[src/rtl/neuron_pkg.sv]
// ============================================================================
// neuron_pkg
// Shared state encoding and default widths for the neuron MAC unit.
// Rev 1.0 - initial release
// ============================================================================
`default_nettype none

package neuron_pkg;

  localparam int DEF_DATA_W = 8;
  localparam int DEF_FRAC_W = 4;
  localparam int DEF_ACC_W  = 20;

  typedef enum logic [2:0] {
    ST_IDLE   = 3'd0,
    ST_MAC    = 3'd1,
    ST_BIAS   = 3'd2,
    ST_ACT    = 3'd3,
    ST_FINISH = 3'd4
  } state_t;

  function automatic int max2(input int a, input int b);
    return (a > b) ? a : b;
  endfunction

endpackage

`default_nettype wire

[src/rtl/neuron_relu_sat.sv]
// ============================================================================
// relu_sat
// Drops the fractional bits of the accumulator, zeroes negative values and
// clamps positive overflow to the largest DATA_W signed value.
// Rev 1.0 - initial release
// ============================================================================
`default_nettype none

module relu_sat
  import neuron_pkg::*;
#(
  parameter int DATA_W = DEF_DATA_W,
  parameter int FRAC_W = DEF_FRAC_W,
  parameter int ACC_W  = DEF_ACC_W
) (
  input  logic [ACC_W-1:0]  i_acc,
  output logic [DATA_W-1:0] o_y
);

  localparam logic signed [ACC_W-1:0] c_y_max = ACC_W'((2 ** (DATA_W - 1)) - 1);

  logic signed [ACC_W-1:0] w_shift;

  assign w_shift = $signed(i_acc) >>> FRAC_W;

  // ReLU then clamp to the positive DATA_W range.
  always_comb begin
    o_y = w_shift[DATA_W-1:0];
    if (w_shift[ACC_W-1]) begin
      o_y = '0;
    end else if (w_shift > c_y_max) begin
      o_y = c_y_max[DATA_W-1:0];
    end
  end

endmodule

`default_nettype wire

[src/rtl/neuron_unit.sv]
// ============================================================================
// neuron_unit
// Serial multiply-accumulate neuron: N operand pairs are fetched one per cycle
// through idx, a bias is added, then ReLU/saturation yields y.
// Optional build macro: NEURON_ACC_SAT_EN (saturating accumulator updates).
// Rev 1.0 - initial release
// ============================================================================
`default_nettype none

module neuron_unit
  import neuron_pkg::*;
#(
  parameter int DATA_W = DEF_DATA_W,
  parameter int FRAC_W = DEF_FRAC_W,
  parameter int ACC_W  = DEF_ACC_W,
  parameter int N0     = 8,
  parameter int N1     = 4,
  localparam int IDX_W = (max2(N0, N1) > 1) ? $clog2(max2(N0, N1)) : 1
) (
  input  logic              clk,
  input  logic              rst,
  input  logic              clr,
  input  logic              start,
  input  logic              layer,
  input  logic [DATA_W-1:0] x_in,
  input  logic [DATA_W-1:0] w_in,
  input  logic [DATA_W-1:0] bias,
  output logic [IDX_W-1:0]  idx,
  output logic              busy,
  output logic              finish,
  output logic [DATA_W-1:0] y
);

  state_t r_state;
  state_t w_state_next;
  logic   w_busy;
  logic   w_finish;

  logic signed [ACC_W-1:0]    r_acc;
  logic        [IDX_W-1:0]    r_idx;
  logic        [IDX_W-1:0]    r_last;
  logic        [DATA_W-1:0]   r_y;

  logic signed [2*DATA_W-1:0] w_prod;
  logic signed [ACC_W-1:0]    w_bias_ext;
  logic signed [ACC_W-1:0]    w_addend;
  logic signed [ACC_W-1:0]    w_acc_next;
  logic        [DATA_W-1:0]   w_y;

  assign w_prod     = $signed(x_in) * $signed(w_in);
  assign w_bias_ext = ACC_W'($signed(bias));

  // Select what the accumulator adds this cycle: a product in MAC, the
  // bias aligned to the fixed-point grid in BIAS.
  always_comb begin
    w_addend = '0;
    if (r_state == ST_MAC) begin
      w_addend = ACC_W'(w_prod);
    end else if (r_state == ST_BIAS) begin
      w_addend = w_bias_ext <<< FRAC_W;
    end
  end

`ifdef NEURON_ACC_SAT_EN
  logic [ACC_W:0] w_sum;

  assign w_sum = {r_acc[ACC_W-1], r_acc} + {w_addend[ACC_W-1], w_addend};

  // Clamp the accumulator when the extra sign bit disagrees (overflow).
  always_comb begin
    w_acc_next = w_sum[ACC_W-1:0];
    if (w_sum[ACC_W] != w_sum[ACC_W-1]) begin
      w_acc_next = w_sum[ACC_W] ? {1'b1, {(ACC_W-1){1'b0}}}
                                : {1'b0, {(ACC_W-1){1'b1}}};
    end
  end
`else
  // Plain two's-complement accumulation.
  always_comb begin
    w_acc_next = r_acc + w_addend;
  end
`endif

  relu_sat #(
    .DATA_W (DATA_W),
    .FRAC_W (FRAC_W),
    .ACC_W  (ACC_W)
  ) u_relu_sat (
    .i_acc (r_acc),
    .o_y   (w_y)
  );

  // State register; clr returns to IDLE ahead of any start.
  always_ff @(posedge clk or negedge rst) begin
    if (!rst) begin
      r_state <= ST_IDLE;
    end else if (clr) begin
      r_state <= ST_IDLE;
    end else begin
      r_state <= w_state_next;
    end
  end

  // Next-state sequencing and status outputs.
  always_comb begin
    w_state_next = r_state;
    w_busy       = 1'b1;
    w_finish     = 1'b0;
    case (r_state)
      ST_IDLE: begin
        w_busy = 1'b0;
        if (start) w_state_next = ST_MAC;
      end
      ST_MAC: begin
        if (r_idx == r_last) w_state_next = ST_BIAS;
      end
      ST_BIAS:   w_state_next = ST_ACT;
      ST_ACT:    w_state_next = ST_FINISH;
      ST_FINISH: begin
        w_finish     = 1'b1;
        w_state_next = ST_IDLE;
      end
      default:   w_state_next = ST_IDLE;
    endcase
  end

  // Accumulator, operand index, fan-in latch and result register.
  always_ff @(posedge clk or negedge rst) begin
    if (!rst) begin
      r_acc  <= '0;
      r_idx  <= '0;
      r_last <= '0;
      r_y    <= '0;
    end else if (clr) begin
      r_acc  <= '0;
      r_idx  <= '0;
      r_y    <= '0;
    end else begin
      case (r_state)
        ST_IDLE: begin
          if (start) begin
            r_acc  <= '0;
            r_idx  <= '0;
            r_last <= layer ? IDX_W'(N1 - 1) : IDX_W'(N0 - 1);
          end
        end
        ST_MAC: begin
          r_acc <= w_acc_next;
          r_idx <= (r_idx == r_last) ? '0 : r_idx + 1'b1;
        end
        ST_BIAS: r_acc <= w_acc_next;
        ST_ACT:  r_y   <= w_y;
        default: ;
      endcase
    end
  end

  assign idx    = r_idx;
  assign busy   = w_busy;
  assign finish = w_finish;
  assign y      = r_y;

endmodule

`default_nettype wire

[config.mk]
export PLATFORM = sky130hd
export DESIGN_NAME = neuron_unit
export DESIGN_NICKNAME = d
export VERILOG_FILES = /design/src/rtl/neuron_pkg.sv /design/src/rtl/neuron_relu_sat.sv /design/src/rtl/neuron_unit.sv
export SDC_FILE = /design/constraint.sdc
export NUM_CORES = 1
export LEC_CHECK = 0
export CORE_MARGIN = 4
export CORE_UTILIZATION = 30
export CTS_BUF_LIST = sky130_fd_sc_hd__clkbuf_4 sky130_fd_sc_hd__clkbuf_8
export DETAILED_ROUTE_END_ITERATION = 16
export PLACE_DENSITY_LB_ADDON = 0.3
export SYNTH_ARGS = -nofsm -noshare
export SYNTH_HDL_FRONTEND = slang
export SYNTH_SLANG_ARGS = --single-unit
export TNS_END_PERCENT = 30
[constraint.sdc]
create_clock -name clk -period 8.8 [get_ports clk]
set_clock_uncertainty 0.2 [all_clocks]
set_input_delay 1.76 -clock clk [delete_from_list [all_inputs] [get_ports clk]]
set_output_delay 1.76 -clock clk [all_outputs]
set_load 0.01 [all_outputs]
==> results.yml, run 1 <==
routing:
  drc: 0
  wl_mm: 10.94
  via_per_inst: 4.688
  first_iter_violations: 234
  wire_per_inst_um: 13.51
  vias: 3797
  firstDrtPassIters: 4
  antenna_left: 0
critical_path:
  arrival_ns: 8.08
  required_ns: 8.78
  path_max_fanout: 8
  worstSetupPathType: "in -> reg"
  critPathLaunchType: "input port"
  critPathCaptureType: "flop"
sta:
  rsz0062_at_grt: "false"
  setup_ws_ns: 0.7051
  relSlewSlack_pct: 43.57
  max_freq_mhz: 123.5
  hold_viol: 0
  worst_pin_slew_ns: 0.8464
  setup_viol: 0
  finalSetupTns_ns: 0
  maxSlewViolCount: 0
  period_share_pct: 91.99
  period_minus_slack_ns: 8.095
global_routing:
  overflow: 0
  grt_pass1_wl_mm: 18.77
  grt_pass1_vias: 4040
  grt_usage_pct: 12.25
  grt_antenna_before_repair: 0
  grt_max_degree: 37
synth:
  synth_ff_type: "dfrtp_1"
  ys_warn_count: 0
  ys_seq_area_share_pct: 18.21
  async_flop_share_pct: 100.0
  syn_inst: 551
  synth_edf_count: 0
  synth_area_mm2: 0.004947
  synth_area_per_cell_um2: 8.979
  syn-num-nets: 686
  synth_cell_types: 50
  ys_seq_elements: 36
die:
  dieArea_mm2: 0.01861
  start_util_pct: 30.92
  dieHeight_um: 136.4
  num_io_pins: 42
  die_w_um: 136.4
  core_mm2: 0.01600
  rows: 46
placement:
  dp_hpwl_mm: 9.152
  dpl_cell_area_mm2: 0.005618
  portBuffers: 41
  place_inst: 802
  place_congestion: 0.8674
  dp_slack_ns: 0.4078
layout:
  final_common_cell: "inv_1"
  final_cell_mix: "inv_1, fa_1, ha_1"
  synthToLayoutAreaGrowth_pct: 15.88
  final_layout_size_suffix_gt1_share_pct: 3.872
  regArea_um2: 900.9
  design_area_mm2: 0.005733
  diodes: 0
  fillers: 1653
  multi_input_area_mm2: 0.003643
  fin_nets: 728
  fin_cells: 810
clock_tree:
  cts_buffers: 5
  clkLatencyLatePin_ns: 0.30
  h-tree-depth: 2
  cts_tree: "done"
  cts_resized: 0
  root_buffer: "clkbuf_8"
  clk_path_buf_depth: 2
  clk_pin_slew_ns: 0.09
  clock_sinks: 36
  post_cts_buffers: 0
  ctsHoldBuffers: 0
pwr:
  ir_worst_vdd_mv: 0.09630
  power.leakage_uw: 0.002815
  p_total_uw: 1217
  power_density_mw_per_mm2: 212.3
run_status:
  outcome: "complete, no violations"
min_path:
  min_path_type: "reg -> reg"
flow_run:
  max-cap-violations: 0
cell type report:
| class | instances | share of cell area (%) |
|---|---|---|
| Inverter | 98 | 6.416 |
| Clock inverter | 3 | 0.8075 |
| Timing Repair Buffer | 45 | 7.595 |
| Clock buffer | 5 | 1.200 |
| Tap cell | 216 | 4.714 |
| Sequential cell | 36 | 15.71 |
| Multi-Input combinational cell | 407 | 63.55 |
synthesized netlist by cell type, drive strengths merged (5+ instances only):
library cell,number,area [um2]
a21o,8,60.06
a21oi,29,148.9
a22o,18,157.7
a22oi,6,45.04
and2,49,306.5
clkbuf,8,30.03
dfrtp,36,900.9
fa,56,1121
ha,50,625.6
inv,98,367.9
nand2,33,123.9
nand2b,5,31.28
nand3,6,30.03
nor2,34,127.6
nor2b,8,50.05
o21ai,23,118.9
o21bai,6,45.04
xnor2,18,157.7
xor2,14,122.6
power breakdown:
group,switching (uW),internal (uW),leakage [uW]
Combinational,481,376,0.00227
Clock,71.1,85.5,0.0000548
Sequential,19.7,185,0.000491
Total,571,646,0.00282
metal layers:
layer / GRT usage (%) / routed length, um / vias to the layer above
met3: 1.665 / 279 / 6
met4: 2.184 / 80 / 0
met1: 16.10 / 5043 / 1860
met2: 21.68 / 5540 / 40
li1: - / - / 1891
met5: 0 / 0 / -
logic make-up after synthesis:
logic type               share of synthesized area [%]
AND/OR/NAND/NOR                                  16.11
XOR/XNOR                                         5.665
AO/OA/AOI/OAI                                    16.03
adder cells (fa/ha/maj)                          35.31
flip-flops                                       18.21
buffers and inverters                            8.245
multiplexers                                    0.4299
flip-flops by register name (all words and copies together) (netlist names):
signal and count:
r_state 3, idx 3, y 8, r_acc 20, r_last 2
per-stage QoR:
step                      hold slack, ns  utilization, %
after floorplan                   0.2515               -
after global placement            0.2681           35.11
after detailed placement          0.2719           35.11
after CTS                         0.2918           35.83
after global routing              0.3084           35.83
final                             0.2855           35.83
final timing paths:
path | startpoint | end | slack (ns) | cells past startpoint
max reg2reg | r_state[2] | r_acc[12] | 4.92 | 13
min | y[0] | y[0] | 0.29 | 2
min in group asynchronous | rst | r_acc[16] | 1.36 | 1
max | w_in[4] | r_acc[19] | 0.71 | 27
max in group asynchronous | rst | r_state[2] | 6.50 | 1
min reg2reg | y[0] | y[0] | 0.29 | 2
worst max-delay path, cell delays in order:
cell and delay (ns):
clkdlybuf4s50_1 0.54, and2_1 0.24, fa_1 0.53, inv_1 0.05, fa_1 0.47, inv_1 0.05
fa_1 0.53, inv_1 0.05, fa_1 0.53, inv_1 0.04, ha_1 0.33, a21oi_1 0.25
o21bai_1 0.10, a21oi_1 0.23, o21bai_1 0.12, a211o_1 0.30, a31oi_1 0.19, xor2_1 0.16
a21oi_1 0.10, ha_1 0.36, nand3_1 0.09, a21oi_1 0.06, o41ai_1 0.42, a21oi_1 0.14
xnor2_1 0.16, a21oi_1 0.16, o22ai_1 0.09
Power figures use the tool's default switching activity.
==> run 2, diff against run 1 <==
--- a/config.mk
+++ b/config.mk
@@ -5,6 +5,8 @@
 export SDC_FILE = /design/constraint.sdc
 export NUM_CORES = 1
 export LEC_CHECK = 0
+export ABC_CLOCK_PERIOD_IN_PS = 7100
+export CORE_ASPECT_RATIO = 1.75
 export CORE_MARGIN = 4
 export CORE_UTILIZATION = 30
 export CTS_BUF_LIST = sky130_fd_sc_hd__clkbuf_4 sky130_fd_sc_hd__clkbuf_8
==> constraint.sdc (replaced) <==
create_clock -name clk -period 7.1 [get_ports clk]
set_clock_uncertainty 0.2 [all_clocks]
set_input_delay 1.42 -clock clk [delete_from_list [all_inputs] [get_ports clk]]
set_output_delay 1.42 -clock clk [all_outputs]
set_load 0.01 [all_outputs]
==> run 2 against run 1 <==
  * Sequential power is 26% higher
  * Die area is 0.44% higher
  * Global-route usage is 0.91 points higher
  * Combinational power is 58% higher
  * Register-to-register slack worse by 1.8 ns
  * Count of clock-buffer cells in the layout is 2 higher
  * Critical path depth stayed put
  * First-iteration DRC count is 71% lower
  * Cell area is 11% higher
  * Sequential share of layout area is 1.5 points lower
  * Via count is 10% higher
  * Total power is 48% higher
  * Critical endpoint is now r_acc[18]
  * Largest power group unchanged
==> results.yml, run 2 (synthesis gave the netlist of run 1 again) <==
run_status:
  outcome: "complete, no violations"
critical_path:
  cp-startpoint: "x_in[3]"
  path_max_fanout: 5
  ff2ff_path_depth: 13
  critPathLaunchType: "input port"
  worstSetupPathType: "in -> reg"
  critPathCaptureType: "flop"
  required_ns: 7.09
  r2r-start: "r_state[2]"
  rrSetupSlack_ns: 3.10
  arrival_ns: 6.81
sta:
  period_minus_slack_ns: 6.826
  period_share_pct: 96.14
  maxSlewViolCount: 0
  setup_viol: 0
  worst_pin_slew_ns: 0.8424
  setup_ws_ns: 0.2742
  relSlewSlack_pct: 43.72
  rsz0062_at_grt: "true"
  max_freq_mhz: 146.5
  hold_viol: 0
global_routing:
  overflow: 0
  grt_usage_pct: 13.15
  grt_pass1_wl_mm: 20.43
  grt_pass1_vias: 4473
  grt_antenna_before_repair: 0
  grt_max_degree: 33
routing:
  wire_per_inst_um: 13.97
  wl_mm: 12.03
  vias: 4194
  via_per_inst: 4.871
  first_iter_violations: 68
  firstDrtPassIters: 5
  drc: 0
  antenna_left: 0
layout:
  final_cell_mix: "inv_1, buf_4, fa_1"
  diodes: 0
  largest_reg_flops: 20
  final_layout_size_suffix_gt1_share_pct: 21.43
  top_register: "r_acc"
  fillers: 1617
  fin_nets: 806
  fin_cells: 861
  final_common_cell: "inv_1"
  regArea_um2: 900.9
  multi_input_area_mm2: 0.003757
  synthToLayoutAreaGrowth_pct: 28.28
  design_area_mm2: 0.006346
die:
  dieArea_mm2: 0.01869
  rows: 61
  die_w_um: 105.1
  dieHeight_um: 177.9
  num_io_pins: 42
  start_util_pct: 30.87
  core_mm2: 0.01603
clock_tree:
  clk_path_buf_depth: 2
  h-tree-depth: 2
  cts_tree: "done"
  clkLatencyLatePin_ns: 0.29
  clk_pin_slew_ns: 0.07
  cts_buffers: 5
  root_buffer: "clkbuf_8"
  clock_sinks: 36
pwr:
  ir_worst_vdd_mv: 0.1154
  power_frac_clock_pct: 10.9
  swShare_pct: 42.59
  power.leakage_uw: 0.003233
  p_seq_share_pct: 14.3
  switching_power_uw: 768.6
  intPower_uw: 1036
  power_frac_comb_pct: 74.8
  power_density_mw_per_mm2: 284.4
placement:
  dp_slack_ns: -0.7445
  dpl_cell_area_mm2: 0.006137
  place_inst: 848
  dp_hpwl_mm: 10.43
  portBuffers: 41
  place_congestion: 0.9008
min_path:
  min_path_type: "reg -> reg"
  hold_path_depth: 2
  hp-start: "y[0]"
flow_run:
  max-cap-violations: 0
-- run 2: cell type report --
cell class	count	share of cell area, %
Sequential cell	36	14.20
Inverter	98	5.797
Clock inverter	1	0.4732
Multi-Input combinational cell	407	59.21
Timing Repair Buffer	123	15.08
Clock buffer	7	1.518
Tap cell	189	3.726
-- run 2: layer usage --
metal	vias to the layer above	track usage (%)	routed length (um)
met3	20	0.8373	362
met1	2037	13.87	4660
met4	0	4.433	239
met2	90	26.93	6768
met5	-	0	0
li1	2047	-	-
-- run 2: stage by stage --
stage	util, %	total power (uW)	hold slack (ns)	setup TNS [ns]
CTS	39.43	1783	0.2871	0
global route	39.59	2000	0.3048	-0.05923
floorplan	-	1096	0.2515	0
detailed placement	38.29	1536	0.2721	-3.069
finish	39.59	1805	0.2833	0
global placement	38.29	1503	0.2651	-2.444
-- run 2: power by group through the flow --
| stage | clock [uW] | sequential [uW] | combinational [uW] |
|---|---|---|---|
| 2_1_floorplan | 0 | 249 | 846 |
| 3_3_place_gp | 0 | 261 | 1240 |
| 3_5_place_dp | 0 | 261 | 1270 |
| 4_1_cts | 202 | 258 | 1320 |
| 5_1_grt | 209 | 261 | 1530 |
| 6_report | 197 | 258 | 1350 |
-- run 2: path summary, 6_finish.rpt --
check                                 end
worst max-delay path            r_acc[18]
worst min-delay path                 y[0]
worst max register to register  r_acc[12]
worst min register to register       y[0]
max in group asynchronous            y[4]
min in group asynchronous        r_acc[3]
-- run 2: critical path, cell delays in order --
cell       delay [ns]
clkbuf_2         0.11
buf_4            0.15
and2_1           0.16
fa_1             0.47
fa_1             0.52
fa_1             0.54
inv_1            0.05
fa_1             0.52
inv_1            0.06
ha_4             0.28
inv_1            0.04
o21bai_1         0.16
a21oi_2          0.09
buf_4            0.13
xnor2_1          0.11
a22oi_1          0.15
nor2_1           0.07
ha_1             0.37
a21oi_2          0.22
buf_4            0.14
and3_1           0.18
o2111ai_2        0.15
a41oi_2          0.25
o21ai_2          0.08
a21oi_2          0.14
xnor2_1          0.07
a22o_1           0.19
-- run 2: timing repair --
action / CTS / global route
hold buffers: 0 / 0
hold endpoints to repair: 0 / 0
pin swaps: 15 / 35
endpoints found under the setup margin: 4 / 6
setup buffers: 2 / 3
resized for setup: 30 / 52
